**src/rtl/cache_pkg.sv**
```systemverilog
// Shared constants and state encoding for the cache line-refill engine.
// Optional feature macro: CACHE_REFILL_CRIT_FIRST_EN (critical-byte-first fetch order).
package cache_pkg;

    localparam int unsigned BLOCK_BYTES = 32;
    localparam int unsigned TAG_W       = 24;
    localparam int unsigned NUM_LINES   = 8;

    // Address field layout: [tag | line index | byte offset]
    localparam int unsigned OFF_W   = $clog2(BLOCK_BYTES);
    localparam int unsigned IDX_W   = $clog2(NUM_LINES);
    localparam int unsigned OFF_LSB = 0;
    localparam int unsigned IDX_LSB = OFF_LSB + OFF_W;
    localparam int unsigned TAG_LSB = IDX_LSB + IDX_W;

    // Encodings kept identical to the legacy localparam values
    typedef enum logic [2:0] {
        ST_IDLE   = 3'd0,
        ST_FILL   = 3'd1,
        ST_WRITE  = 3'd2,
        ST_COMMIT = 3'd3,
        ST_DONE   = 3'd4
    } refill_state_t;

endpackage

```
**src/rtl/cache_refill_ctrl_onehot_dec.sv**
```systemverilog
// Binary index to one-hot decoder with enable; all-zero output when disabled.
// Used for the byte-select and line-select fill ports of the refill engine.
module onehot_dec #(
    parameter int unsigned N = 5
) (
    input  logic                 en,
    input  logic [N-1:0]         idx,
    output logic [(1 << N)-1:0]  onehot
);

    // Single bit set at position idx while enabled
    always_comb begin
        onehot = '0;
        if (en) begin
            onehot[idx] = 1'b1;
        end
    end

endmodule

```
**src/rtl/cache_refill_ctrl.sv**
```systemverilog
// Line-refill engine: fetches a 32-byte block one byte per accepted memory beat,
// writes each byte into the selected line, then commits tag and valid bit.
// Optional feature macro: CACHE_REFILL_CRIT_FIRST_EN -- fetch starts at the
// missing byte offset and a crit_valid pulse marks the requested byte.
module cache_refill_ctrl
    import cache_pkg::*;
#(
    parameter int unsigned BLOCK_BYTES = cache_pkg::BLOCK_BYTES,
    parameter int unsigned TAG_W       = cache_pkg::TAG_W,
    parameter int unsigned NUM_LINES   = cache_pkg::NUM_LINES
) (
    input  logic                   clk,
    input  logic                   reset,
    input  logic                   miss_req,
    input  logic [31:0]            miss_addr,
    output logic                   mem_rd_req,
    output logic [31:0]            mem_addr,
    input  logic                   mem_rd_valid,
    input  logic [7:0]             mem_rd_data,
    output logic                   stall,
    output logic [BLOCK_BYTES-1:0] decOutStall,
    output logic [7:0]             inputData,
    output logic [NUM_LINES-1:0]   decOut1b,
    output logic                   block_write,
    output logic [TAG_W-1:0]       in_tag,
    output logic                   inp_viv,
    output logic                   fill_done,
    output logic                   busy
`ifdef CACHE_REFILL_CRIT_FIRST_EN
    ,
    output logic                   crit_valid
`endif
);

    localparam int unsigned BO_W  = $clog2(BLOCK_BYTES);
    localparam int unsigned LI_W  = $clog2(NUM_LINES);
    localparam int unsigned LI_LSB = BO_W;
    localparam int unsigned TG_LSB = BO_W + LI_W;
    localparam logic [BO_W-1:0] LAST_BEAT = BO_W'(BLOCK_BYTES - 1);

    refill_state_t   state_q;
    logic [TAG_W-1:0] tag_q;
    logic [LI_W-1:0]  line_q;
    logic [BO_W-1:0]  beat_q;
    logic [BO_W-1:0]  idx_q;
    logic [7:0]       data_q;
    logic [BO_W-1:0]  cur_idx;

    logic st_fill;
    logic st_write;
    logic st_commit;
    logic st_done;

    assign st_fill   = (state_q == ST_FILL);
    assign st_write  = (state_q == ST_WRITE);
    assign st_commit = (state_q == ST_COMMIT);
    assign st_done   = (state_q == ST_DONE);

`ifdef CACHE_REFILL_CRIT_FIRST_EN
    logic [BO_W-1:0] start_q;

    // Fetch-order origin: the missing byte offset, captured with the miss
    always_ff @(posedge clk or negedge reset) begin
        if (!reset) begin
            start_q <= '0;
        end else if (state_q == ST_IDLE && miss_req) begin
            start_q <= miss_addr[BO_W-1:0];
        end
    end

    // Modulo-block add gives the wrap from byte 31 back to byte 0
    assign cur_idx    = start_q + beat_q;
    assign crit_valid = st_write && (beat_q == '0);
`else
    logic unused_offset;

    // Linear fetch order starting at byte 0; the miss offset is not needed
    assign cur_idx       = beat_q;
    assign unused_offset = ^miss_addr[BO_W-1:0];
`endif

    // Refill sequencer: latch miss, alternate FILL/WRITE per byte, commit, done
    always_ff @(posedge clk or negedge reset) begin
        if (!reset) begin
            state_q <= ST_IDLE;
            tag_q   <= '0;
            line_q  <= '0;
            beat_q  <= '0;
            idx_q   <= '0;
            data_q  <= '0;
        end else begin
            case (state_q)
                ST_IDLE: begin
                    if (miss_req) begin
                        tag_q   <= miss_addr[TG_LSB +: TAG_W];
                        line_q  <= miss_addr[LI_LSB +: LI_W];
                        beat_q  <= '0;
                        state_q <= ST_FILL;
                    end
                end
                ST_FILL: begin
                    if (mem_rd_valid) begin
                        data_q  <= mem_rd_data;
                        idx_q   <= cur_idx;
                        state_q <= ST_WRITE;
                    end
                end
                ST_WRITE: begin
                    // Counter rolls over to zero exactly on the last beat
                    beat_q <= beat_q + 1'b1;
                    if (beat_q == LAST_BEAT) begin
                        state_q <= ST_COMMIT;
                    end else begin
                        state_q <= ST_FILL;
                    end
                end
                ST_COMMIT: begin
                    state_q <= ST_DONE;
                end
                ST_DONE: begin
                    state_q <= ST_IDLE;
                end
                default: begin
                    state_q <= ST_IDLE;
                end
            endcase
        end
    end

    // State-decoded outputs; all zero in IDLE so reset clears them asynchronously
    always_comb begin
        mem_rd_req  = st_fill;
        mem_addr    = '0;
        if (st_fill) begin
            mem_addr = {tag_q, line_q, cur_idx};
        end
        stall       = st_fill || st_write || st_commit;
        inputData   = st_write ? data_q : '0;
        block_write = st_commit;
        in_tag      = st_commit ? tag_q : '0;
        inp_viv     = st_commit;
        fill_done   = st_done;
        busy        = (state_q != ST_IDLE);
    end

    onehot_dec #(
        .N(BO_W)
    ) u_byte_dec (
        .en    (st_write),
        .idx   (idx_q),
        .onehot(decOutStall)
    );

    onehot_dec #(
        .N(LI_W)
    ) u_line_dec (
        .en    (st_write || st_commit),
        .idx   (line_q),
        .onehot(decOut1b)
    );

endmodule

```
**config.mk**
```make
export PLATFORM = sky130hd
export DESIGN_NAME = cache_refill_ctrl
export DESIGN_NICKNAME = d
export VERILOG_FILES = /design/src/rtl/cache_pkg.sv /design/src/rtl/cache_refill_ctrl_onehot_dec.sv /design/src/rtl/cache_refill_ctrl.sv
export SDC_FILE = /design/constraint.sdc
export NUM_CORES = 1
export LEC_CHECK = 0
export ABC_AREA = 0
export BUFFER_PORTS_ARGS = -buffer_cell sky130_fd_sc_hd__clkbuf_2
export CELL_PAD_IN_SITES_DETAIL_PLACEMENT = 1
export CELL_PAD_IN_SITES_GLOBAL_PLACEMENT = 1
export CORE_MARGIN = 1
export CORE_UTILIZATION = 34
export CTS_CLUSTER_DIAMETER = 50
export CTS_CLUSTER_SIZE = 20
export DETAILED_ROUTE_END_ITERATION = 7
export PLACE_DENSITY_LB_ADDON = 0.1
export SYNTH_ARGS = -nofsm -noshare
export SYNTH_HDL_FRONTEND = slang
export SYNTH_SLANG_ARGS = --single-unit
```
**constraint.sdc**
```tcl
create_clock -name clk -period 2.75 [get_ports clk]
set_clock_uncertainty 0.05 [all_clocks]
set_input_delay 0.275 -clock clk [delete_from_list [all_inputs] [get_ports clk]]
set_output_delay 0.275 -clock clk [all_outputs]
set_load 0.005 [all_outputs]
```
# Word-level counts from Yosys, hierarchy flattened
# Cells that the tools add are included.
word_totals:
  reg_bits: 48
  latch_bits: 0
  ram_bits: 0
  rom_bits: 0
  inputBits: 44
  out_inout_bits: 110
  word_cells: 45
  memories: 0
op_classes:
  addsub: 1
  mul: 0
  div_mod_pow: 0
  magnitude_cmp: 4
  n_eq_ne: 7
  shifts: 0
  n_mux: 15
  bitwise_logic: 0
  n_reduce_logical: 12
ops:
  columns: ["op", "n"]
  rows:
  - ["32-bit two-way mux", 2]
  - ["24-bit two-way mux", 1]
  - ["8-bit two-way mux", 2]
  - ["3-bit case mux with 4 select lines", 1]
  - ["5-bit case mux with 2 select lines", 1]
  - ["2-bit AND reduction", 4]
  - ["3-bit by 2-bit equality test with 1-bit output (second input constant)", 2]
  - ["5-bit by 6-bit less-than comparator with 1-bit output (second input constant)", 1]
  - ["3-bit two-way mux", 2]
  - ["5-bit by 1-bit adder with 5-bit output (second input constant)", 1]
  - ["1-bit demux with 5-bit select", 1]
  - ["5-bit equality test (second input constant)", 1]
  - ["5-bit by 1-bit greater-or-equal comparator with 1-bit output (second input constant)", 1]
  - ["5-bit two-way mux", 1]
  - ["3-bit by 4-bit less-than comparator with 1-bit output (second input constant)", 1]
  - ["2-bit inequality test (second input constant)", 2]
  - ["1-bit demux with 3-bit select", 1]
  - ["3-bit by 1-bit equality test with 1-bit output (second input constant)", 1]
  - ["3-bit equality test (second input constant)", 1]
  - ["3-bit by 1-bit greater-or-equal comparator with 1-bit output (second input constant)", 1]
  - ["3-bit zero test", 1]
  - ["1-bit logical OR", 3]
  - ["3-bit nonzero test", 1]
  - ["1-bit logical AND", 2]
  - ["3 further kinds", 4]

# Logic depth before layout (Yosys ltp)
logic_depth:
  depth_word: 5
  mapped_depth: 6
  mapped_depth_nobuf: 5

# Modules after synthesis
# A second synthesis with hierarchy kept.
hier_totals:
  cells_unflattened: 253
  hier_area_um2: 2743.9
by_module_without_submodules:
  columns: ["mod", "instances", "cells_each", "area_each_um2", "seq_area_each_um2"]
  rows:
  - ["cache_refill_ctrl", 1, 198, 2418.6, 1201.2]
  - ["onehot_dec at u_byte_dec", 1, 47, 230.2, 0.0]
  - ["onehot_dec at u_line_dec", 1, 8, 95.1, 0.0]

# Worst setup path after synthesis
# Ideal clock, no wire load.
synth_path:
  kind: "register to output"
  start: "register state_q[2]"
  end: "output port decOutStall[0]"
  arrival_ps: 1415
  t_required_ps: 2425
  path_slack_ps: 1010
  path_stages_with_launch: 6
  path_buffers: 2
  path_cell_list: "dfrtp_1 buf_2 nor3b_4 or3b_1 buf_2 nor2_1"
synth_via:
  elab_chain_len: 2
synth_rtl:
  columns: ["element", "line_no", "text"]
  rows:
  - ["start, declared", "cache_refill_ctrl.sv:41", "refill_state_t state_q;"]
  - ["start signal, assigned", "cache_refill_ctrl.sv:85", "state_q <= ST_IDLE;"]
  - ["start signal, assigned", "cache_refill_ctrl.sv:98", "state_q <= ST_FILL;"]
  - ["start signal, assigned", "cache_refill_ctrl.sv:105", "state_q <= ST_WRITE;"]
  - ["3-bit by 2-bit equality test with 1-bit output", "cache_refill_ctrl.sv:55", "assign st_write = (state_q == ST_WRITE);"]
  - ["32-bit two-way mux", "cache_refill_ctrl_onehot_dec.sv:14", "if (en) begin"]
  - ["end, declared", "cache_refill_ctrl.sv:21", "output logic [BLOCK_BYTES-1:0] decOutStall,"]
# No other way between the ends.

# Worst setup path in the final report
layout_path:
  start: "register state_q[1]"
  end: "output port decOutStall[28]"
# Same word-level chain as after synthesis.

==> impl_results.md <==
- Fin crit share: 85.9%
- TNS Setup: 0 ps
- DR vias/cell: 4.82
- Total Routing Usage GR: 18.0%
- Mean post-synth cell area: 10.2 µm²
- DIE HEIGHT: 91.0 µm
- Required @ worst endpoint: 2420 ps
- Setup WS post-layout: 387 ps
- Synth Register Bits: 48
- FFs w/ async S/R, synth: 100%
- Core area: 7690 µm²
- Synth warn: 0
- Drt wl/cell: 14.2 µm
- CTS buffer count: 5
- Post-synth EDFFs: 0
- H-Tree Level Count: 2
- Vias in the first global route: 2469
- Most frequent cells in the layout: clkbuf_2, dfrtp_1, nor2_1, and2_1, mux2_2
- Num ports: 154
- Antenna Cells: 0
- Peak Freq: 423 MHz
- Post-synthesis sequential area ratio: 44.6%
- Setup Fix Bufs, Post-CTS: 0
- Max_slew headroom: 58.4%
- Initial core utilization: 35.0%
- Fin. max-slew vios: 0
- Filler cell count: 961
- Pre-CTS setup slack: 605 ps
- Power Dens Cells: 889 nW/µm²
- CTS tree: yes
- Mapped Nets: 310
- Clock Latency Late Sink: 300 ps
- First-pass detailed-route iteration total: 4
- Fraction of layout cells with a size suffix above 1: 51.6%
- Min Tclk post-route: 2360 ps
- Post-CTS Resized: 0
- Bufs on Longest Clock Path: 2
- Port-buffer cells: 148
- P&R area growth vs syn: 33.4%
- Commonest non-fill, non-tap cell in the layout: clkbuf_2
- RSZ-0062 raised after global routing: no
- Worst hold path class: in2async
- Cts hold-fix bufs: 0
- Initial antenna violation count: 0
- Setup crit start kind: register
- Detail Route Antenna Nets: 0
- Endpoints failing hold: 0
- Leakage power: 1.91 nW
- Main synth FF type: dfrtp_1
- Final setup viols: 0
- Pin count of the biggest net entering global routing: 49
- CP cell instances: nor3b_4, or3b_1, nor2_1, clkbuf_2
- Final nets: 453
- Hold slack: 17.2 ps
- DRT Wirelength: 7200 µm
- Slew @ Worst Pin: 623 ps
- Detailed Place HPWL: 5320 µm
- Clk slew on worst S/H paths: 90 ps
- Clock tree root buffer cell: clkbuf_8
- Mapped Cells: 264
- CP max FO: 11
- Crit Path Category: reg2out
- Mapped cell area: 2690 µm²
- Peak supply drop: 0.363 mV
- Placer Congestion: 0.710
- Tot Pwr: 0.00320 W
- Crit path DAT: 2040 ps
- # rows: 32
- Unique masters post-synth: 32
- Die Wd: 91.0 µm
- DRC errors left: 0
- Iter 0 DRT Violations: 77
- Max Cap Violations: 0
- Synth area leader: dfrtp_1
- CTS sink cnt: 48
- Outcome: complete, no violations
- Synth area leaders: dfrtp_1, mux2_2, and2_1
- Vias after detailed routing: 2452
- First-pass GRT wire length: 12100 µm
- Worst Setup End Kind: output pin
- Die ar.: 8280 µm²
- Peak per-stage delay on the critical path: 590 ps
- Gr ovfl total: 0
- Slowest CP cell: dfrtp_1
- Share of the synthesized area in the top cell type: 44.6%
## cells in the mapped netlist (all sizes together) (3+ instances only)
| cell | instances |
|---|---|
| nand2b | 3 |
| nand2 | 5 |
| and3 | 25 |
| dfrtp | 48 |
| nand3 | 3 |
| mux2 | 41 |
| and2 | 44 |
| buf | 8 |
| nand3b | 7 |
| a22o | 3 |
| nor2 | 44 |
| or3b | 3 |
| nor3 | 3 |
| clkbuf | 10 |
| or3 | 3 |
## final cells by class
class	count	area [µm²]	share of cell area, %
Clock inverter	2	12.5	0.348
Tap cell	102	128	3.55
Timing Repair Buffer	154	786	21.9
Clock buffer	5	68.8	1.92
Inverter	2	7.51	0.209
Multi-Input combinational cell	196	1390	38.7
Sequential cell	48	1200	33.4
## routing by layer
layer	up-vias	global-route usage, %	share of wire [%]
met4	0	4.37	0.85
met3	5	5.95	8.1
met5	-	0	0
li1	1166	-	-
met2	90	30.2	48
met1	1191	22.3	43
## worst paths after layout
kind                                         from                     to  slack [ps]  cells after the start
min in group clk                   mem_rd_data[4]  data_q[4]$_DFFE_PN0P_         150                      2
setup reg to reg           state_q[0]$_DFFE_PN0P_  data_q[7]$_DFFE_PN0P_         600                      4
max in group asynchronous                   reset   idx_q[1]$_DFFE_PN0P_        2210                      2
hold reg to reg             data_q[4]$_DFFE_PN0P_  data_q[4]$_DFFE_PN0P_         430                      1
setup / recovery           state_q[1]$_DFFE_PN0P_        decOutStall[28]         390                      4
hold / removal                              reset  tag_q[13]$_DFFE_PN0P_          20                      2
## sequential cells by signal (all words and copies together) (netlist names)
| signal | cells |
|---|---|
| data_q | 8 |
| idx_q | 5 |
| state_q | 3 |
| tag_q | 24 |
| line_q | 3 |
| beat_q | 5 |
## per-stage QoR
step                instances  cell area (µm²)  utilization (%)
finish                    509             3590             46.7
global placement          502             3510             45.7
global route              509             3590             46.7
floorplan                 264             2690                -
CTS                       509             3590             46.7
detailed placement        502             3510             45.7
## kinds of logic after synthesis
| group | count (synthesis) | synth area share [%] |
|---|---|---|
| AO/OA/AOI/OAI | 8 | 2.09 |
| adder cells (fa/ha/maj) | 2 | 0.929 |
| buffers and inverters | 20 | 3.90 |
| flip-flops | 48 | 44.6 |
| multiplexers | 41 | 17.1 |
| AND/OR/NAND/NOR | 145 | 31.4 |
## power by group
part           internal, W  switching, W  total, W
Clock             0.000173      0.000233  0.000406
Sequential         0.00102      0.000288   0.00131
Combinational     0.000808      0.000670   0.00148
## worst max-delay path: cells and delay by family (launching register included)
kind	cells	cell delay, ps
flip-flops	1	590
AND/OR/NAND/NOR	3	1010
buffers and inverters	1	130
No activity file was read; power rests on OpenSTA's default activity.
